## config.mk

```make
export PLATFORM = sky130hd
export DESIGN_NAME = instr_fetch_unit
export DESIGN_NICKNAME = d
export VERILOG_FILES = /design/src/rtl/instr_fetch_unit.sv
export SDC_FILE = /design/constraint.sdc
export NUM_CORES = 1
export LEC_CHECK = 0
export CORE_AREA = 2 2 183 185
export DETAILED_ROUTE_END_ITERATION = 16
export DIE_AREA = 0 0 185 187
export MAX_ROUTING_LAYER = met4
export PLACE_DENSITY_LB_ADDON = 0.25
export SLEW_MARGIN = 20
export SYNTH_ARGS = -nofsm -noshare
export SYNTH_HDL_FRONTEND = slang
export SYNTH_SLANG_ARGS = --single-unit
```

## constraint.sdc

```tcl
create_clock -name clk -period 2.8 [get_ports clk]
set_input_delay 0.28 -clock clk [delete_from_list [all_inputs] [get_ports clk]]
set_output_delay 0.28 -clock clk [all_outputs]
set_load 0.1 [all_outputs]
```

## src/rtl/instr_fetch_unit.sv

```systemverilog
// -----------------------------------------------------------------------------
// instr_fetch_unit
//
// Instruction-fetch stage that feeds the processor core one instruction at a
// time through a valid/ready handshake. Holds a small program memory and a
// program counter, stops on HALT_OP and accepts PC redirects from downstream.
// While no instruction is valid, `instr` carries NOP_OP because the core
// samples `instr` every clock and an all-zero word would decode as ADD.
//
// Ports:
//   clk          in   clock, rising edge
//   rst_n        in   asynchronous active-low reset
//   start        in   begin execution at address 0 (IDLE/HALTED only)
//   prog_we      in   program memory write enable (IDLE/HALTED only)
//   prog_addr    in   program write address
//   prog_data    in   program write data
//   instr_ready  in   downstream accepts the current instruction
//   branch_en    in   redirect the PC (FETCH/ISSUE only)
//   branch_addr  in   redirect target
//   instr        out  instruction to the core, NOP_OP when not valid
//   instr_valid  out  instr holds a real instruction
//   pc           out  current program counter
//   busy         out  state is FETCH or ISSUE
//   halted       out  state is HALTED
//   issued_count out  instructions accepted since last start, saturating
// -----------------------------------------------------------------------------
module instr_fetch_unit #(
    parameter int                 ADDR_W  = 5,
    parameter int                 DATA_W  = 8,
    parameter logic [DATA_W-1:0]  HALT_OP = 8'h13,
    parameter logic [DATA_W-1:0]  NOP_OP  = 8'hFF
) (
    input  logic              clk,
    input  logic              rst_n,
    input  logic              start,
    input  logic              prog_we,
    input  logic [ADDR_W-1:0] prog_addr,
    input  logic [DATA_W-1:0] prog_data,
    input  logic              instr_ready,
    input  logic              branch_en,
    input  logic [ADDR_W-1:0] branch_addr,
    output logic [DATA_W-1:0] instr,
    output logic              instr_valid,
    output logic [ADDR_W-1:0] pc,
    output logic              busy,
    output logic              halted,
    output logic [7:0]        issued_count
);

    typedef enum logic [1:0] {
        S_IDLE   = 2'd0,
        S_FETCH  = 2'd1,
        S_ISSUE  = 2'd2,
        S_HALTED = 2'd3
    } state_t;

    localparam int DEPTH = 1 << ADDR_W;

    logic [DATA_W-1:0] mem_r [0:DEPTH-1];

    state_t            state_r, state_s;
    logic [ADDR_W-1:0] pc_r, pc_s;
    logic [DATA_W-1:0] instr_r, instr_s;
    logic              valid_r, valid_s;
    logic [7:0]        count_r, count_s;
    logic              busy_r, busy_s;
    logic              halted_r, halted_s;
    logic              mem_we_s;

    // Next-state and next-output logic for the fetch FSM.
    always_comb begin
        state_s  = state_r;
        pc_s     = pc_r;
        instr_s  = instr_r;
        valid_s  = valid_r;
        count_s  = count_r;
        mem_we_s = 1'b0;

        case (state_r)
            S_IDLE, S_HALTED: begin
                // Programming and start may coincide; the write lands at this
                // edge, so the fetch one cycle later already sees new data.
                mem_we_s = prog_we;
                if (start) begin
                    pc_s    = '0;
                    count_s = 8'd0;
                    state_s = S_FETCH;
                end else begin
                    state_s = state_r;
                end
            end

            S_FETCH: begin
                if (branch_en) begin
                    pc_s = branch_addr;
                end else begin
                    instr_s = mem_r[pc_r];
                    valid_s = 1'b1;
                    state_s = S_ISSUE;
                end
            end

            S_ISSUE: begin
                // A redirect wins over acceptance: the held instruction is
                // on the wrong path and must not be counted.
                if (branch_en) begin
                    pc_s    = branch_addr;
                    instr_s = NOP_OP;
                    valid_s = 1'b0;
                    state_s = S_FETCH;
                end else if (instr_ready) begin
                    count_s = (count_r == 8'd255) ? count_r : (count_r + 8'd1);
                    instr_s = NOP_OP;
                    valid_s = 1'b0;
                    if (instr_r == HALT_OP) begin
                        // PC is left pointing at the HALT.
                        state_s = S_HALTED;
                    end else begin
                        pc_s    = pc_r + {{(ADDR_W-1){1'b0}}, 1'b1};
                        state_s = S_FETCH;
                    end
                end else begin
                    state_s = S_ISSUE;
                end
            end

            default: begin
                state_s = S_IDLE;
                instr_s = NOP_OP;
                valid_s = 1'b0;
            end
        endcase

        busy_s   = (state_s == S_FETCH) || (state_s == S_ISSUE);
        halted_s = (state_s == S_HALTED);
    end

    // FSM state and registered outputs, cleared immediately on reset.
    always_ff @(posedge clk or negedge rst_n) begin
        if (!rst_n) begin
            state_r  <= S_IDLE;
            pc_r     <= '0;
            instr_r  <= NOP_OP;
            valid_r  <= 1'b0;
            count_r  <= 8'd0;
            busy_r   <= 1'b0;
            halted_r <= 1'b0;
        end else begin
            state_r  <= state_s;
            pc_r     <= pc_s;
            instr_r  <= instr_s;
            valid_r  <= valid_s;
            count_r  <= count_s;
            busy_r   <= busy_s;
            halted_r <= halted_s;
        end
    end

    // Program memory write port; contents deliberately survive reset.
    always_ff @(posedge clk) begin
        if (mem_we_s) begin
            mem_r[prog_addr] <= prog_data;
        end
    end

    assign instr        = instr_r;
    assign instr_valid  = valid_r;
    assign pc           = pc_r;
    assign busy         = busy_r;
    assign halted       = halted_r;
    assign issued_count = count_r;

endmodule

```

# Word level (Yosys, flattened, before mapping)

Memories as Yosys holds them, arrays and structs flattened.
Index checks and enable logic that the tools add are counted.

Flip-flop bits (word level): 26
RAM bits: 256
Input port bits: 24
Memories: 1

Memories:

| memory | words | width | read ports | clocked after Yosys merged registers in | write ports | RTL line | source |
|---|---|---|---|---|---|---|---|
| mem_r  | 32    | 8     | 1          | 0                                       | 1           | 59       | `logic [DATA_W-1:0] mem_r [0:DEPTH-1];` |

Add/subtract/negate cells: 2
Eq/ne operators: 16
Mux-type cells: 28
Reduce and logical (&&, ||, !) cells: 8

Operator list:

| kind                  | count |
|---|---|
| $mux W8               | 7 |
| $pmux W8 S2           | 2 |
| $mux W5               | 5 |
| $pmux W5 S3           | 1 |
| $ne A2 B2 Y1 const B  | 6 |
| $mux W2               | 5 |
| $add A8 B1 Y8 const B | 1 |
| $eq A2 B2 Y1 const B  | 4 |
| $eq A8 B5 Y1 const B  | 1 |
| $eq A8 B8 Y1 const B  | 1 |
| $mux W1               | 6 |
| $ne A3 B3 Y1 const B  | 2 |
| $pmux W2 S3           | 1 |
| $add A5 B1 Y5 const B | 1 |
| $reduce_and A5 Y1     | 1 |
| $eq A2 B1 Y1 const B  | 2 |
| $reduce_and A4 Y1     | 1 |
| $reduce_bool A2 Y1    | 2 |
| $reduce_and A3 Y1     | 1 |
| $logic_not A2 Y1      | 1 |
| $pmux W1 S2           | 1 |
| $reduce_or A2 Y1      | 1 |
| $logic_or A1 B1 Y1    | 1 |

# Logic depth before layout (Yosys ltp)

Gate-level depths: netlist of run 1.

Depth after elaboration: 7
Mapped depth: 9
Mapped depth without buffers: 7

# Worst setup path before layout of run 1

OpenSTA, ideal clock, no wires.

Path kind: register to register
Start point: register pc_r[0], in the netlist pc[0]
End point: register instr_r[7], in the netlist instr[7]
Library setup time: 92 ps
Arrival time: 2439 ps
Required time: 2708 ps
Path slack: 269 ps
Cell stages (with the launch flop): 7
Path through: dfrtp_1 -> buf_6 -> buf_6 -> mux4_1 -> mux4_2 -> nor2_1 -> a211oi_1

Longest elaborated chain between the ends: 3

Ends and longest elaborated chain:

| item                     | RTL line | source |
|---|---|---|
| start: declaration       | 62       | `logic [ADDR_W-1:0] pc_r, pc_s;` |
| start signal: assignment | 150      | `pc_r <= pc_s;` |
| $mem_v2 Z32 W8           | n/a      |  |
| $mux W8                  | 94       | `if (branch_en) begin` |
| $pmux W8 S2              | 79       | `case (state_r)` |
| end signal: assignment   | 151      | `instr_r <= instr_s;` |
| end: declaration         | 63       | `logic [DATA_W-1:0] instr_r, instr_s;` |

Every way passes these cells. The select of a mux whose other input is x is not followed.
A chain may end at the register's enable or synchronous reset.

# Worst setup path after layout of run 1

Start point: register state_r[0]
End point: memory mem_r[8][0], enable pin

Longest elaborated chain between the ends: 5
Elaborated cells between the ends (all ways): 6
Those cells by class: eq/ne (1); mux (3); reduce/logical (2)

Ends and longest elaborated chain:

| item                                                    | RTL line | source |
|---|---|---|
| start: declaration                                      | 61       | `state_t state_r, state_s;` |
| start signal: assignment                                | 149      | `state_r <= state_s;` |
| $eq A2 B2 Y1 / $logic_not A2 Y1 (equally long branches) | 79       |  |
| $reduce_or A2 Y1 (*)                                    | 79       |  |
| $mux W1 (*)                                             | 79       |  |
| $mux W1 (*)                                             | 161      | `if (mem_we_s) begin` |
| $mux W1 (not written as such) (*)                       | 162      | `mem_r[prog_addr] <= prog_data;` |
| end: declaration                                        | 59       |  |

Every way passes the cells marked *; elsewhere a longest branch is shown, timed or not.

==> impl_metrics.json, run 1 <==
{
  "outcome": "finished clean",
  "crit_path_end_kind": "flip-flop",
  "synth_top_area_cell": "edfxtp_1",
  "ys_types": 50,
  "post_drt_wl_per_cell_um": 22.6,
  "fp-row-count": 67,
  "numCtsBuffers": 28,
  "synth_fa_ha_area_share_pct": 0.554,
  "crit_type": "flip-flop to flip-flop",
  "ant_nets": 0,
  "grt_pass1_vias": 6222,
  "drtIter0Drc": 470,
  "grt_overflow": 0,
  "initial_utilization_pct": 34.4,
  "cap_violations": 0,
  "root_buffer": "clkbuf_16",
  "gp_congestion": 0.837,
  "syn_to_final_growth_pct": 19.7,
  "power_density_nw_per_um2": 866,
  "clock_path_buffers": 3,
  "worstPathRequired_ns": 2.98,
  "vias": 5924,
  "globalRouteTotalUtil_pct": 15.8,
  "cts-htree-levels": 1,
  "netlist_top_cells_area": "edfxtp_1 (68%), mux4_2 (11%), dfrtp_1 (4.0%), mux4_1 (3.0%), dfstp_2 (1.9%)",
  "synth_xor_area_share_pct": 0.233,
  "setup-tns-final_ns": 0,
  "synth_top_family_by_area": "multiplexers",
  "synth-simple-area-share_pct": 4.33,
  "synth_top_flop_cell": "edfxtp_1",
  "ys_seq_area_share_pct": 73.9,
  "vdd_ir_drop_max_v": 0.000597,
  "ios": 48,
  "final_nets": 709,
  "drive_gt1_share_pct": 27.6,
  "synthCells": 579,
  "avgSynthCellArea_sq_um": 19.5,
  "crit_fanout": 9,
  "grt_setup_unrepaired": "no",
  "core_area_sq_um": 32900,
  "io_buffers": 47,
  "clk_latency_ns": 0.54,
  "cp-start-kind": "flip-flop",
  "avgViaCountPerCell": 5.15,
  "synth_top_area_share_pct": 68.0,
  "grt_max_degree": 64,
  "syn_nets": 608,
  "die_w_um": 185,
  "async_reset_ff_share_pct": 9.22,
  "die_y_um": 187,
  "fin_skew_ns": 0.0259,
  "post-route-min-period_ns": 2.43,
  "synth_edf_count": 256,
  "setup_viol": 0,
  "drcViolationCount": 0,
  "place_ws_ns": 0.282,
  "clkTransAtPathRegs_ns": 0.06,
  "drv_slew": 0,
  "ctsResizeCount": 0,
  "tightest_slew_ns": 0.808,
  "post-dp-hpwl_mm": 16.7,
  "cp.arrival_ns": 2.61,
  "clkSinkCount": 282,
  "grt_pass1_wl_mm": 39.7,
  "p_leak_nw": 4.36,
  "fillCellCount": 2943,
  "cts_setup_buffers": 0,
  "ys_ff_latch": 282,
  "antenna_found_initial": 0,
  "synth.mux.area_fraction_pct": 15.0,
  "yosys_warnings": 0,
  "slew_headroom_pct": 45.9,
  "diodes": 0,
  "die_area_sq_um": 34600,
  "fmax_mhz": 412,
  "cts_tree": "done",
  "cts_hold_buf": 0,
  "report.final.hold_viol_count": 0,
  "wl_mm": 26.0,
  "drtPass1Iterations": 4,
  "worstHoldPathType": "input port to asynchronous set/reset pin",
  "synth_compound_area_share_pct": 4.36,
  "fin_crit_sh_pct": 86.8,
  "layout_setup_ws_ns": 0.370,
  "syn-cell-area_sq_um": 11300
}
-- where the power goes --
| part | leakage (nW) | total (W) | internal (W) | switching, W |
|---|---|---|---|---|
| Clock | 0.474 | 0.00402 | 0.00244 | 0.00158 |
| Sequential | 2.62 | 0.00496 | 0.00479 | 0.000169 |
| Combinational | 1.26 | 0.00275 | 0.000984 | 0.00176 |
| Total | 4.36 | 0.0117 | 0.00821 | 0.00351 |
-- metal layers --
| layer | wire length [um] | vias up | track usage (%) |
|---|---|---|---|
| li1 | - | 2600 | - |
| met3 | 1440 | 35 | 2.02 |
| met1 | 11500 | 3099 | 22.2 |
| met4 | 538 | 0 | 3.82 |
| met5 | 0 | - | - |
| met2 | 12500 | 190 | 24.6 |
-- final timing paths --
path	start	end	slack (ns)	cells after the start
max	state_r[0]	mem_r[8][0]	0.37	5
min	rst_n	issued_count[4]	0.13	2
max reg2reg	state_r[0]	mem_r[8][0]	0.37	5
min reg2reg	instr_valid	instr_valid	0.53	2
max in group asynchronous	rst_n	instr[6]	2.35	2
min in group clk	branch_addr[1]	pc[1]	0.50	3
-- cell usage in the layout, fill, tap and decap left out, drive strengths merged, types with 4 or more instances in the layout --
master,n
clkdlybuf4s50,23
a211oi,5
inv,5
nand3,12
clkbuf,30
buf,78
nand2,16
mux2i,9
nor2b,4
a21oi,5
clkinv,10
bufinv,6
ha,5
o22ai,6
dfrtp,18
clkinvlp,5
mux4,69
edfxtp,256
o22a,6
o21ai,29
a22oi,4
nor2,46
o2bb2ai,5
o31ai,4
dfstp,8
-- state kept, by name, indices dropped and copies added (netlist names) --
signal	flops
instr_valid	1
instr	8
pc	5
state_r	2
issued_count	8
busy	1
halted	1
mem_r	256
-- critical path: stages, from the launching register on --
cell	delay [ns]
dfrtp_1	0.37
inv_1	0.06
ha_1	0.41
nand2_1	0.09
or3_1	0.54
nor2_1	0.60
-- through the flow --
step	util (%)	instance area (sq um)	instances	hold WS (ns)	total power, W
floorplan	-	11300	579	-0.0156	0.00701
finish	41.2	13500	1150	0.126	0.0117
global placement	38.1	12500	1098	0.508	0.00778
CTS	41.2	13500	1150	0.126	0.0118
detailed placement	38.1	12500	1098	0.521	0.00781
global route	41.2	13500	1150	0.147	0.0122
-- cells in the mapped netlist (2+ instances only) --
library cell,number
edfxtp_1,256
mux4_2,56
nor2_1,45
o21ai_0,28
dfrtp_1,18
nand2_1,16
mux4_1,13
nand3_1,12
clkbuf_1,10
mux2i_1,9
dfstp_2,8
buf_2,7
o22a_1,6
o22ai_1,6
a211oi_1,5
a21oi_1,5
buf_4,5
ha_1,5
o2bb2ai_1,5
a22oi_1,4
buf_1,4
inv_1,4
nor2b_1,4
o31ai_1,4
a2111oi_0,3
and3_1,3
buf_6,3
nand2b_1,3
nand3b_1,3
nor4_1,3
or3_1,3
a31oi_1,2
nand4_1,2
nand4b_1,2
xor2_1,2
-- logic make-up (layout without fill, tap and decap cells) --
kind of cell               after synthesis  count (layout)
AOI/OAI and AO/OA                       75              75
xor gates and xnor gates                 3               3
adders and majority gates                5               5
buffers and inverters                   34             157
DFF                                    282             282
muxes                                   78              78
and+or+nand+nor                        102             102
-- layout make-up --
class / count / area [sq um] / share of cell area [%]
clock buffers: 30 / 729 / 5.39
clock inverters: 22 / 269 / 1.99
inverters: 4 / 15.0 / 0.111
multi-input cells: 263 / 2760 / 20.4
flip-flops and latches: 282 / 8350 / 61.7
well taps: 448 / 561 / 4.14
repair buffers: 101 / 841 / 6.21
(Power assumes the default switching activity.)
==> run 2, diff against run 1 <==
--- a/config.mk
+++ b/config.mk
@@ -5,6 +5,8 @@
 export SDC_FILE = /design/constraint.sdc
 export NUM_CORES = 1
 export LEC_CHECK = 0
+export CELL_PAD_IN_SITES_DETAIL_PLACEMENT = 0
+export CELL_PAD_IN_SITES_GLOBAL_PLACEMENT = 2
 export CORE_AREA = 2 2 183 185
 export DETAILED_ROUTE_END_ITERATION = 16
 export DIE_AREA = 0 0 185 187
==> impl_metrics.json, run 2 (synthesis results as in run 1) <==
{
  "setup-tns-final_ns": 0,
  "gp_congestion": 0.779,
  "place_area_sq_um": 12600,
  "power_density_nw_per_um2": 866,
  "grt_pass1_wl_mm": 39.5,
  "clkSinkCount": 282,
  "fmax_mhz": 415,
  "fillCellCount": 2914,
  "vdd_ir_drop_max_v": 0.000480,
  "p_leak_nw": 4.40,
  "cts-htree-levels": 1,
  "vias": 5914,
  "post_drt_wl_per_cell_um": 22.8,
  "grt_setup_unrepaired": "no",
  "stdcell_area_sq_um": 13600,
  "drtPass1Iterations": 5,
  "multi_input_area_sq_um": 2760,
  "ios": 48,
  "fin_skew_ns": 0.0115,
  "core_area_sq_um": 32900,
  "crit_path_end_kind": "flip-flop",
  "numCtsBuffers": 31,
  "drtIter0Drc": 446,
  "regArea_sq_um": 8350,
  "syn_to_final_growth_pct": 20.4,
  "avgViaCountPerCell": 5.09,
  "cts_tree": "done",
  "hold_ws_ns": 0.107,
  "worstPathRequired_ns": 3.25,
  "post-route-min-period_ns": 2.41,
  "globalRouteTotalUtil_pct": 15.9,
  "final_core_util_pct": 41.4,
  "die_w_um": 185,
  "fp-row-count": 67,
  "ctsResizeCount": 0,
  "clock_path_buffers": 3,
  "grt_pass1_vias": 6109,
  "diodes": 0,
  "drv_slew": 0,
  "cts_setup_buffers": 0,
  "total_power_w": 0.0118,
  "clk_latency_ns": 0.56,
  "slew_headroom_pct": 54.3,
  "final_nets": 718,
  "grt_max_degree": 33,
  "wl_mm": 26.5,
  "initial_utilization_pct": 34.4,
  "crit_type": "flip-flop to flip-flop",
  "cp-start-kind": "flip-flop",
  "antenna_found_initial": 0,
  "die_y_um": 187,
  "layout_common_cells": "edfxtp_1 (256), buf_4 (82), mux4_2 (56)",
  "crit_fanout": 18,
  "drcViolationCount": 0,
  "drive_gt1_share_pct": 29.2,
  "setup_viol": 0,
  "outcome": "finished clean",
  "regMostFlops": "mem_r",
  "clkTransAtPathRegs_ns": 0.06,
  "layout_commonest_cell": "edfxtp_1",
  "report.final.hold_viol_count": 0,
  "die_area_sq_um": 34600,
  "post-dp-hpwl_mm": 17.7,
  "cap_violations": 0,
  "fin_crit_sh_pct": 86.0,
  "tightest_slew_ns": 0.669,
  "root_buffer": "clkbuf_16",
  "largest_reg_flops": 256,
  "ant_nets": 0,
  "io_buffers": 47,
  "cts_hold_buf": 0,
  "cp.arrival_ns": 2.86,
  "worstHoldPathType": "input port to asynchronous set/reset pin",
  "grt_overflow": 0
}
==> run 2: where the power goes <==
part	leakage [nW]	switching (W)	internal [W]	total [W]
clock network	0.482	0.00166	0.00238	0.00404
registers	2.62	0.000169	0.00479	0.00496
logic	1.30	0.00177	0.00102	0.00279
total	4.40	0.00360	0.00819	0.0118
==> run 2: final timing paths <==
kind,from,to,slack [ns],cells after the start
setup reg to reg,pc[0],instr[5],0.39,4
hold reg to reg,instr_valid,instr_valid,0.54,2
min in group clk,branch_addr[1],pc[1],0.46,3
hold / removal,rst_n,instr_valid,0.11,2
max in group asynchronous,rst_n,instr[5],2.38,2
setup / recovery,pc[0],instr[5],0.39,4
==> run 2: stage by stage <==
stage | cells | worst slack, ns
floorplan | 579 | 0.269
global placement | 1104 | 0.389
detailed placement | 1104 | 0.385
CTS | 1161 | 0.401
global route | 1161 | 0.352
finish | 1161 | 0.393
==> run 2: routing by layer <==
layer	GRT usage [%]	wire (um)	vias to the layer above
li1	-	-	2610
met1	21.9	12000	3130
met2	25.2	12900	140
met3	2.24	1150	34
met4	3.79	487	0
met5	-	0	-
==> run 2: cell type report <==
class                           count  area share (%)
Multi-Input combinational cell    263            20.3
Timing Repair Buffer              107            6.51
Clock buffer                       37            6.01
Inverter                            4           0.110
Tap cell                          448            4.12
Clock inverter                     20            1.57
Sequential cell                   282            61.4
==> run 2: critical path, stage by stage, from the launching register on <==
cell and delay (ns):
dfrtp_4 0.65, buf_4 0.31, mux4_2 0.53, a2111oi_0 0.66
nor4_1 0.14
